$ cat config.mk
export PLATFORM = sky130hd
export DESIGN_NAME = piarb_fid_dispatch
export DESIGN_NICKNAME = d
export VERILOG_FILES = /design/src/rtl/piarb_fid_dispatch.sv
export SDC_FILE = /design/constraint.sdc
export NUM_CORES = 1
export LEC_CHECK = 0
export ABC_AREA = 1
export CORE_MARGIN = 2
export CORE_UTILIZATION = 42
export DETAILED_ROUTE_END_ITERATION = 6
export GPL_ROUTABILITY_DRIVEN = 0
export PLACE_DENSITY = 0.79
export SYNTH_ARGS = -nofsm -noshare
export SYNTH_HDL_FRONTEND = slang
export SYNTH_SLANG_ARGS = --single-unit
$ cat constraint.sdc
create_clock -name clk -period 1.95 [get_ports clk]
set_input_delay 0.585 -clock clk [delete_from_list [all_inputs] [get_ports clk]]
set_output_delay 0.585 -clock clk [all_outputs]
set_load 0.02 [all_outputs]
$ cat src/rtl/piarb_fid_dispatch.sv
// Per-packet flow-ID dispatcher in front of the PU-arbiter flow TCAM.
// Looks up each FID, enqueues hits to their owning slot, installs misses in the first free slot.
module piarb_fid_dispatch #(
    parameter int unsigned ID_NBITS        = 3,
    parameter int unsigned QUEUE_DEPTH     = 8,
    parameter int unsigned FID_NBITS       = 8,
    parameter int unsigned STALL_CNT_NBITS = 16
) (
    input  logic                       clk,
    input  logic                       rst,
    input  logic                       pkt_valid,
    input  logic [FID_NBITS-1:0]       pkt_fid,
    output logic                       pkt_ready,
    input  logic [QUEUE_DEPTH-1:0]     pu_queue_full,
    output logic                       fid_lookup_req,
    output logic [FID_NBITS-1:0]       fid_lookup_fid,
    input  logic                       fid_lookup_ack,
    input  logic [2*QUEUE_DEPTH-1:0]   fid_lookup_fid_valid,
    input  logic [2*QUEUE_DEPTH-1:0]   fid_lookup_fid_hit,
    output logic                       wr_fid_req,
    output logic [FID_NBITS-1:0]       wr_fid,
    output logic [QUEUE_DEPTH-1:0]     wr_fid_sel_id,
    output logic                       wr_fid_sel,
    output logic                       enq_req,
    output logic [ID_NBITS-1:0]        enq_qid,
    output logic                       enq_fid_sel,
    output logic [STALL_CNT_NBITS-1:0] stall_cnt,
    output logic                       err_multi_hit
);

    typedef enum logic [2:0] {IDLE, LOOKUP, WAIT, ISSUE, RETRY} state_t;

    state_t                     r_state;
    state_t                     w_next;
    logic [FID_NBITS-1:0]       r_fid;
    logic                       r_pkt_ready;
    logic                       r_lookup_req;
    logic                       r_wr_fid_req;
    logic [FID_NBITS-1:0]       r_wr_fid;
    logic [QUEUE_DEPTH-1:0]     r_wr_sel_id;
    logic                       r_wr_fid_sel;
    logic                       r_enq_req;
    logic [ID_NBITS-1:0]        r_enq_qid;
    logic                       r_enq_fid_sel;
    logic [STALL_CNT_NBITS-1:0] r_stall_cnt;
    logic                       r_err_multi;

    logic                       w_hit_found;
    logic [ID_NBITS-1:0]        w_hit_row;
    logic                       w_hit_slot;
    logic                       w_hit_full;
    logic                       w_multi;
    logic                       w_free_found;
    logic [ID_NBITS-1:0]        w_free_row;
    logic                       w_free_slot;
    logic                       w_issue;
    logic                       w_new;
    logic [ID_NBITS-1:0]        w_row;
    logic                       w_slot;
    logic                       w_decide;

    // Priority scan: lowest row first, slot0 before slot1, for both hit and free-slot search.
    always_comb begin
        w_hit_found  = 1'b0;
        w_hit_row    = '0;
        w_hit_slot   = 1'b0;
        w_hit_full   = 1'b0;
        w_multi      = 1'b0;
        w_free_found = 1'b0;
        w_free_row   = '0;
        w_free_slot  = 1'b0;
        for (int unsigned i = 0; i < QUEUE_DEPTH; i++) begin
            for (int unsigned s = 0; s < 2; s++) begin
                if (fid_lookup_fid_hit[2*i+s]) begin
                    if (w_hit_found) begin
                        w_multi = 1'b1;
                    end else begin
                        w_hit_found = 1'b1;
                        w_hit_row   = ID_NBITS'(i);
                        w_hit_slot  = (s == 1);
                        w_hit_full  = pu_queue_full[i];
                    end
                end
                if (!w_free_found && !fid_lookup_fid_valid[2*i+s] && !pu_queue_full[i]) begin
                    w_free_found = 1'b1;
                    w_free_row   = ID_NBITS'(i);
                    w_free_slot  = (s == 1);
                end
            end
        end
    end

    assign w_decide = (r_state == WAIT) && fid_lookup_ack;

    always_comb begin
        w_next  = r_state;
        w_issue = 1'b0;
        w_new   = 1'b0;
        w_row   = '0;
        w_slot  = 1'b0;
        case (r_state)
            IDLE:   if (pkt_valid && r_pkt_ready) w_next = LOOKUP;
            LOOKUP: w_next = WAIT;
            WAIT: begin
                if (fid_lookup_ack) begin
                    if (w_hit_found) begin
                        w_row  = w_hit_row;
                        w_slot = w_hit_slot;
                        if (!w_hit_full) begin
                            w_next  = ISSUE;
                            w_issue = 1'b1;
                        end else begin
                            w_next = RETRY;
                        end
                    end else if (w_free_found) begin
                        w_row   = w_free_row;
                        w_slot  = w_free_slot;
                        w_next  = ISSUE;
                        w_issue = 1'b1;
                        w_new   = 1'b1;
                    end else begin
                        w_next = RETRY;
                    end
                end
            end
            ISSUE:   w_next = IDLE;
            RETRY:   w_next = LOOKUP;
            default: w_next = IDLE;
        endcase
    end

    // Outputs are registered off the next state so each strobe lines up with its state.
    always_ff @(posedge clk or posedge rst) begin
        if (rst) begin
            r_state       <= IDLE;
            r_fid         <= '0;
            r_pkt_ready   <= 1'b1;
            r_lookup_req  <= 1'b0;
            r_wr_fid_req  <= 1'b0;
            r_wr_fid      <= '0;
            r_wr_sel_id   <= '0;
            r_wr_fid_sel  <= 1'b0;
            r_enq_req     <= 1'b0;
            r_enq_qid     <= '0;
            r_enq_fid_sel <= 1'b0;
            r_stall_cnt   <= '0;
            r_err_multi   <= 1'b0;
        end else begin
            r_state      <= w_next;
            r_pkt_ready  <= (w_next == IDLE);
            r_lookup_req <= (w_next == LOOKUP);
            r_enq_req    <= w_issue;
            r_wr_fid_req <= w_new;
            r_err_multi  <= w_decide && w_multi;
            if (r_state == IDLE && pkt_valid && r_pkt_ready) begin
                r_fid <= pkt_fid;
            end
            if (w_issue) begin
                r_enq_qid     <= w_row;
                r_enq_fid_sel <= w_slot;
            end
            if (w_new) begin
                r_wr_fid     <= r_fid;
                r_wr_sel_id  <= QUEUE_DEPTH'(w_row);
                r_wr_fid_sel <= w_slot;
            end
            if (w_next == RETRY && r_stall_cnt != '1) begin
                r_stall_cnt <= r_stall_cnt + STALL_CNT_NBITS'(1);
            end
        end
    end

    assign pkt_ready      = r_pkt_ready;
    assign fid_lookup_req = r_lookup_req;
    assign fid_lookup_fid = r_fid;
    assign wr_fid_req     = r_wr_fid_req;
    assign wr_fid         = r_wr_fid;
    assign wr_fid_sel_id  = r_wr_sel_id;
    assign wr_fid_sel     = r_wr_fid_sel;
    assign enq_req        = r_enq_req;
    assign enq_qid        = r_enq_qid;
    assign enq_fid_sel    = r_enq_fid_sel;
    assign stall_cnt      = r_stall_cnt;
    assign err_multi_hit  = r_err_multi;

endmodule

# Yosys cells after proc, flatten, opt, wreduce, memory -nomap -nowiden
# Cells that the tools add are included.
[totals]
mem_bits_ro = 0
out_inout_bits = 50
memories = 0
latch_bits = 0
ram_bits = 0
elab_cells = 300
inputBits = 52
register_bits = 48
[classes]
n_mux = 202
reduce_logical = 78
n_addsub = 1
div = 0
shifts = 0
bitwise = 0
n_eq_ne = 6
n_lt_le_gt_ge = 0
mul = 0
[ops]
columns = ["op", "n"]
rows = [
  ["2-to-1 mux 1 bit", 153],
  ["2-to-1 mux 3 bit", 48],
  ["logical NOT 1 bit", 39],
  ["logical AND 1 bit", 37],
  ["adder 16 x 1 -> 16 bit, second input constant", 1],
  ["!= test 16 bit, second input constant", 1],
  ["one-hot mux 3 bit (4 select lines)", 1],
  ["equality test 3 x 1 -> 1 bit, second input constant", 2],
  ["equality test 3 bit, second input constant", 2],
  ["logical NOT 3 bit", 2],
  ["equality test 3 x 2 -> 1 bit, second input constant", 1],
]

# Depth between registers and ports, before layout
# Gate-level depths: netlist of run 1.
[depth]
depth_word = 69
ltp_mapped = 16
mapped_depth_nobuf = 16

# Worst setup path before layout of run 1
# No wires, ideal clock.
[synth_path]
path_kind = "input to register"
from = "input fid_lookup_fid_hit[1]"
to = "register r_stall_cnt[0] (netlist: stall_cnt[0])"
setup_ps = 120
arrival_time_ps = 2155
slack_ps = -325
stages = 15
n_path_buf = 1
required_ps = 1830
cell_sequence = "nor2_2 inv_2 nor2_4 nand2_2 nor2_4 nand2_4 nor2_4 nand2_2 clkinv_2 nand4_4 nand2_4 nand4_4 buf_6 nand2_1 nand2_1"
[synth_between]
elab_chain_cells = 35
word_cells_on_any_way = 50
classes_between = "1 x eq/ne; 48 x mux; 1 x reduce/logical"
[synth_rtl]
columns = ["element", "line", "text"]
rows = [
  ["start, declared", "19", "input logic [2*QUEUE_DEPTH-1:0] fid_lookup_fid_hit,"],
  ["2-to-1 mux 1 bit", "74", "if (fid_lookup_fid_hit[2*i+s]) begin"],
  ["2-to-1 mux 1 bit", "75", "if (w_hit_found) begin"],
  ["2-to-1 mux 1 bit", "74", ""],
  ["2-to-1 mux 1 bit", "75", ""],
  ["2-to-1 mux 1 bit", "74", ""],
  ["2-to-1 mux 1 bit", "75", ""],
  ["2-to-1 mux 1 bit", "74", ""],
  ["2-to-1 mux 1 bit", "75", ""],
  ["[19 not listed]", "--", ""],
  ["2-to-1 mux 1 bit", "75", ""],
  ["2-to-1 mux 1 bit", "74", ""],
  ["2-to-1 mux 3 bit", "109", "if (!w_hit_full) begin"],
  ["2-to-1 mux 3 bit *", "106", "if (w_hit_found) begin"],
  ["2-to-1 mux 3 bit *", "105", "if (fid_lookup_ack) begin"],
  ["one-hot mux 3 bit (4 select lines) *", "101", "case (r_state)"],
  ["equality test 3 bit *", "167", "if (w_next == RETRY && r_stall_cnt != '1) begin"],
  ["logical AND 1 bit *", "167", ""],
  ["end signal, assigned", "168", "r_stall_cnt <= r_stall_cnt + STALL_CNT_NBITS'(1);"],
  ["end, declared", "45", "logic [STALL_CNT_NBITS-1:0] r_stall_cnt;"],
]
# Every way passes the cells marked *; elsewhere a longest branch is shown, timed or not.
# A chain may end at the register's enable or synchronous reset.

# Worst setup path after layout of run 1
[layout_path]
from = "input fid_lookup_fid_valid[2]"
to = "register r_stall_cnt[9] (netlist: stall_cnt[9])"
[layout_between]
elab_chain_cells = 62
[layout_rtl]
columns = ["element", "line", "text"]
rows = [
  ["start, declared", "18", "input logic [2*QUEUE_DEPTH-1:0] fid_lookup_fid_valid,"],
  ["logical NOT 1 bit *", "84", "if (!w_free_found && !fid_lookup_fid_valid[2*i+s] && !pu_queue_full[i]) begin"],
  ["logical AND 1 bit * (2 in series)", "84", ""],
  ["2-to-1 mux 1 bit *", "84", ""],
  ["logical NOT 1 bit", "84", ""],
  ["logical AND 1 bit (2 in series)", "84", ""],
  ["2-to-1 mux 1 bit *", "84", ""],
  ["logical NOT 1 bit", "84", ""],
  ["logical AND 1 bit (2 in series)", "84", ""],
  ["[42 not listed]", "--", ""],
  ["logical AND 1 bit (2 in series)", "84", ""],
  ["2-to-1 mux 1 bit *", "84", ""],
  ["2-to-1 mux 3 bit *", "115", "end else if (w_free_found) begin"],
  ["2-to-1 mux 3 bit *", "106", ""],
  ["2-to-1 mux 3 bit *", "105", ""],
  ["one-hot mux 3 bit (4 select lines) *", "101", ""],
  ["equality test 3 bit *", "167", ""],
  ["logical AND 1 bit *", "167", ""],
]
# Marks and branches as above.

==> reports/qor.yml, run 1 <==
floorplanning:
  die_area_um2: 7950
  pin_count: 102
  initial_core_util_pct: 42.7
  die_x_um: 89.1
  die_y_um: 89.1
  rows: 31
  core_um2: 7140
timing:
  fmax_ghz: 0.448
  drv_slew: 0
  worst_slew_pin_slew_ns: 0.602
  rsz0062_at_grt: "yes"
  clock_skew_ns: 0.0103
  relSlewSlack_pct: 58.9
  fin_ws_ns: -0.281
  fin_crit_sh_pct: 114
  setup_viol: 37
  period_minus_slack_ns: 2.23
  final-hold-violation-count: 0
setup_path:
  start_kind: "input port"
  critPathCaptureType: "flip-flop"
  crit_fanout: 8
  cp.required_ns: 2.19
  critPathKind: "input port to flip-flop"
  cp.arrival_ns: 2.47
clock_network:
  h-tree-depth: 2
  clk_pin_slew_ns: 0.09
  cts_max_path_buffers: 2
  clkSinkCount: 48
  clk_latency_ns: 0.31
  cts_buffers: 5
  cts_root_buf: "clkbuf_8"
  hold_buffers: 0
  cts_tree: "built"
routing:
  antenna_left: 0
  dr.pass1.iters: 5
  drc_errors: 0
  vias_per_cell: 5.30
  met3_length_um: 627
  totalWireLength_um: 11400
  wl_met2_um: 5980
  top_layer: "met4"
  dr.first_iter.drc_count: 167
  vias: 3724
  avgRoutedWirePerCell_um: 16.3
  wl_met1_um: 4490
power:
  p_int_mw: 2.24
  ir_worst_vdd_v: 0.000446
  power.switching_mw: 1.38
  seq_power_share_pct: 36.1
  power_mw: 3.62
  switching_share_pct: 38.1
  p_comb_share_pct: 43.4
  p_leak_nw: 2.72
  clock_power_share_pct: 20.5
  p_per_area_nw_per_um2: 676
global_route:
  grt_max_degree: 20
  antenna_found_initial: 0
  grt_usage_pct: 27.2
  overflow: 0
  grt_first_pass_wirelength_um: 17100
  grt_pass1_vias: 3651
finish:
  instances_no_fill: 702
  syn_to_final_growth_pct: 75.9
  nets: 655
  antenna_cells: 0
  drive_gt1_share_pct: 35.7
synth:
  yosysTopAreaCellShare_pct: 38.6
  yosysMostFrequentCell: "nand2_1"
  synthArstFlopShare_pct: 100
  synthDistinctLibCells: 45
  synth-main-ff-cell: "dfrtp_1"
  yosysSeqAreaShare_pct: 39.5
  netlist_area_um2: 3040
  synthTopCellsByCount: "nand2_1, dfrtp_1, inv_1"
  yosys-top-cells-area: "dfrtp_1, nand2_1, inv_1, nand4_1, nor2_1"
  ys_ff_latch: 48
  synth_edf_count: 0
  syn_avg_cell_area_um2: 7.52
  synth_largest_area_cell: "dfrtp_1"
  syn_inst: 405
  synth_warnings: 0
outcome:
  violations: "negative setup slack"
  status: "finished with violations"
placed_design:
  placed_cells: 658
  dp_hpwl_um: 6950
  numPortBuffers: 96
job:
  cap_violations: 0
worst_hold_path:
  min_path_type: "flip-flop to flip-flop"
## flip-flops by register name, indices dropped and copies added (netlist names)
| register | count |
|---|---|
| wr_fid | 8 |
| enq_req | 1 |
| wr_fid_sel_id | 3 |
| enq_fid_sel | 1 |
| wr_fid_sel | 1 |
| wr_fid_req | 1 |
| err_multi_hit | 1 |
| stall_cnt | 16 |
| pkt_ready | 1 |
| fid_lookup_req | 1 |
| fid_lookup_fid | 8 |
| enq_qid | 3 |
| r_state | 3 |
## placed cells by master, fill, tap and decap left out, types with 5 or more instances in the layout
| cell | n |
|---|---|
| clkdlybuf4s50_1 | 45 |
| o21ai_1 | 11 |
| dlygate4sd2_1 | 21 |
| nand3_1 | 14 |
| clkbuf_8 | 5 |
| nand4_1 | 25 |
| nor2_2 | 9 |
| nor3_1 | 5 |
| buf_6 | 11 |
| nor2_4 | 11 |
| buf_12 | 5 |
| buf_4 | 89 |
| xor2_1 | 7 |
| xnor2_1 | 7 |
| conb_1 | 5 |
| buf_2 | 5 |
| nand2_2 | 21 |
| inv_2 | 8 |
| nand2_1 | 86 |
| o21ai_2 | 5 |
| inv_1 | 39 |
| dfrtp_1 | 47 |
| o21ai_0 | 13 |
| dlymetal6s2s_1 | 13 |
| a21oi_1 | 9 |
| nand2_4 | 7 |
| nor2_1 | 27 |
## cells by family (layout without fill, tap and decap cells)
family                   count (synthesis)  in the layout  share of synthesized area (%)
AND/OR/NAND/NOR                        221            222                           35.2
buffers and inverters                   65            258                           9.25
AO/OA/AOI/OAI                           54             54                           11.2
flip-flops                              48             48                           39.5
XOR/XNOR                                14             14                           4.03
adder cells (fa/ha/maj)                  1              1                          0.411
other                                    1              5                          0.123
multiplexers                             1              1                          0.329
## through the flow
| stage | setup TNS [ns] | worst slack (ns) | cell area (um2) | utilization, % | hold WS, ns |
|---|---|---|---|---|---|
| global placement | -34.51 | -0.997 | 4690 | 65.8 | 0.441 |
| floorplan | -6.60 | -0.288 | 3140 | - | 0.421 |
| finish | -7.02 | -0.281 | 5350 | 75.0 | 0.459 |
| global route | -11.59 | -0.431 | 5350 | 75.0 | 0.485 |
| detailed placement | -37.38 | -1.10 | 4690 | 65.8 | 0.448 |
| CTS | -6.59 | -0.251 | 5160 | 72.3 | 0.457 |
## path summary, 6_finish.rpt
path,start,to,slack (ns),cells after the start
worst min register to register,r_state[2]$_DFF_PP0_,r_state[1]$_DFF_PP0_,0.46,1
worst min-delay path,r_state[2]$_DFF_PP0_,r_state[1]$_DFF_PP0_,0.46,1
worst max register to register,r_state[2]$_DFF_PP0_,enq_qid[1]$_DFFE_PP0P_,-0.08,10
min in group asynchronous,rst,wr_fid[0]$_DFFE_PP0P_,0.57,2
worst max-delay path,fid_lookup_fid_valid[2],stall_cnt[9]$_DFFE_PP0P_,-0.28,14
max in group asynchronous,rst,stall_cnt[10]$_DFFE_PP0P_,0.94,3
## worst max-delay path, stage by stage
cell       delay (ns)
buf_6            0.08
nand2_4          0.05
inv_4            0.06
o21ai_4          0.07
nor3_4           0.13
nand4_1          0.16
nor2_2           0.17
nand4_1          0.19
nor2_4           0.19
nand4_4          0.14
a21oi_4          0.25
clkbuf_16        0.19
nand4_1          0.10
nand2_1          0.10
## final cells by class
class / instances / area [um2]
Clock buffer: 5 / 68.8
Clock inverter: 3 / 46.3
Fill cell: 491 / 1780
Inverter: 52 / 215
Multi-Input combinational cell: 297 / 1850
Sequential cell: 48 / 1200
Tap cell: 99 / 124
Timing Repair Buffer: 198 / 1840
## per-layer routing
layer	GRT usage, %	vias to the layer above
met5	0	-
met4	5.97	0
met2	49.1	185
li1	-	1726
met1	34.2	1776
met3	4.34	37
## power by group through the flow
stage | clock [mW] | combinational, mW | sequential, mW
2_1_floorplan | 0 | 0.546 | 1.48
5_1_grt | 0.780 | 1.70 | 1.33
3_5_place_dp | 0 | 1.45 | 1.31
4_1_cts | 0.743 | 1.50 | 1.30
6_report | 0.741 | 1.57 | 1.31
3_3_place_gp | 0 | 1.41 | 1.30
## repair_timing
item / in CTS / in global routing
gates cloned: 2 / 1
resized for setup: 135 / 51
endpoints found under the setup margin: 53 / 45
hold endpoints to repair: 0 / 0
pin swaps: 50 / 38
buffers inserted: 30 / 8
Note: power is estimated with default switching activity, not from simulation.
==> run 2, diff against run 1 <==
CAP_MARGIN = 10   (was not set)
CORE_MARGIN = not set   (was 2)
==> reports/qor.yml, run 2 (same netlist as run 1, synthesis figures left out) <==
global_route:
  grt_first_pass_wirelength_um: 16000
  grt_pass1_vias: 3506
  antenna_found_initial: 0
  overflow: 0
  grt_usage_pct: 26.9
  grt_max_degree: 20
finish:
  largest_reg_flops: 16
  antenna_cells: 0
  layout_commonest_cell: "buf_4"
  design_area_um2: 5280
  drive_gt1_share_pct: 36.5
  final_cell_mix: "buf_4, nand2_1, clkdlybuf4s50_1, dfrtp_1, inv_1"
  syn_to_final_growth_pct: 73.6
  nets: 655
routing:
  vias: 3611
  antenna_left: 0
  dr.first_iter.drc_count: 151
  drc_errors: 0
  totalWireLength_um: 10500
  vias_per_cell: 5.17
  dr.pass1.iters: 4
  avgRoutedWirePerCell_um: 15.1
setup_path:
  reg2reg_to: "stall_cnt[7]$_DFFE_PP0P_"
  max_stage_delay_ns: 0.55
  cp.arrival_ns: 2.40
  r2r_cells: 9
  start_kind: "input port"
  cp.required_ns: 2.15
  cpMostUsedCell: "nand2_1"
  cp_top_family: "simple AND/OR/NAND/NOR gates"
  reg2reg_slack_ns: -0.09
  path_buf_inv: 2
  crit_fanout: 8
  critPathKind: "input port to flip-flop"
  r2r-start: "stall_cnt[1]$_DFFE_PP0P_"
  worstPathCellList: "clkdlybuf4s50_1, nor2_1, nor4_1, o22ai_1, nand2_1, nand2_1, o211ai_4, nand2_4, nor2_4, inv_4, nand2_1, o21ai_1"
  critPathSlowestCell: "clkdlybuf4s50_1"
  critPathCaptureType: "flip-flop"
floorplanning:
  rows: 30
  core_um2: 6910
  die_area_um2: 7590
  pin_count: 102
  die_y_um: 87.1
  initial_core_util_pct: 44.1
  die_x_um: 87.1
placed_design:
  dp_hpwl_um: 7070
  placed_area_um2: 4730
  numPortBuffers: 96
outcome:
  violations: "negative setup slack"
  status: "finished with violations"
timing:
  final-hold-violation-count: 0
  period_minus_slack_ns: 2.20
  rsz0062_at_grt: "yes"
  fin_crit_sh_pct: 113
  drv_slew: 0
  setup_viol: 37
  clock_skew_ns: 0.00724
  timing.hold.ws_ns: 0.480
  fin_ws_ns: -0.252
  fmax_ghz: 0.454
  tns_ns: -4.87
clock_network:
  clk_pin_slew_ns: 0.09
  cts_max_path_buffers: 2
  h-tree-depth: 2
  cts_root_buf: "clkbuf_8"
  clkSinkCount: 48
  hold_buffers: 0
  cts_tree: "built"
  cts_buffers: 5
  clk_latency_ns: 0.31
job:
  cap_violations: 0
power:
  ir_worst_vdd_v: 0.000360
  p_leak_nw: 2.64
  p_per_area_nw_per_um2: 660
worst_hold_path:
  hold_end: "r_state[1]$_DFF_PP0_"
  hold_start: "r_state[2]$_DFF_PP0_"
  min_path_type: "flip-flop to flip-flop"
  hold_depth: 1
run 2: changes by cell type in the layout (fill, tap and decap cells not counted), moves of 3 or more:
cell | previous run | this run
clkdlybuf4s50_1 | 45 | 50
dlymetal6s2s_1 | 13 | 9
nand2_2 | 21 | 25
clkbuf_2 | 2 | 5
o21ai_2 | 5 | 8
run 2: what timing repair did:
| action | CTS | global route |
|---|---|---|
| gates cloned | 2 | 0 |
| setup buffers | 21 | 15 |
| endpoints found under the setup margin | 52 | 43 |
| pin swaps | 41 | 45 |
| resized for setup | 124 | 68 |
run 2: area by class of cell:
type,count,area (um2)
timing repair buffer,198,1790
tap,96,120
fill,468,1620
clock buffer,6,82.6
inverter,52,213
clock inverter,2,15.0
multi-input combinational,297,1860
sequential,48,1200
run 2: worst max path at each step:
stage                                  startpoint                        end  slack, ns  cells past startpoint
final                      fid_lookup_fid_hit[13]    enq_fid_sel$_DFFE_PP0P_      -0.25                     12
after global routing       fid_lookup_fid_hit[13]   stall_cnt[7]$_DFFE_PP0P_      -0.39                     12
after CTS                   fid_lookup_fid_hit[5]     enq_qid[0]$_DFFE_PP0P_      -0.27                     17
after detailed placement  fid_lookup_fid_valid[1]  stall_cnt[10]$_DFFE_PP0P_      -1.15                     14
after global placement    fid_lookup_fid_valid[1]  stall_cnt[14]$_DFFE_PP0P_       -1.0                     14
after floorplan             fid_lookup_fid_hit[1]   stall_cnt[9]$_DFFE_PP0P_      -0.29                     16
run 2: stage by stage:
stage	instances	total power [mW]	utilization [%]	setup WS (ns)
6_report	699	3.49	76.5	-0.252
5_1_grt	699	3.69	76.5	-0.388
4_1_cts	689	3.44	73.4	-0.265
3_5_place_dp	662	2.78	68.5	-1.15
3_3_place_gp	662	2.73	68.5	-0.997
2_1_floorplan	409	2.03	-	-0.288
run 2: report_power, final:
group / switching (mW) / internal [mW] / total [mW]
clock network: 0.347 / 0.287 / 0.635
logic: 0.878 / 0.687 / 1.56
registers: 0.115 / 1.18 / 1.29
run 2: routing by layer:
layer  part of all wire (%)  global-route usage, %
met5                      0                      0
met4                    2.8                   9.24
met1                     40                   31.6
met3                    4.7                   3.79
met2                     52                   50.0
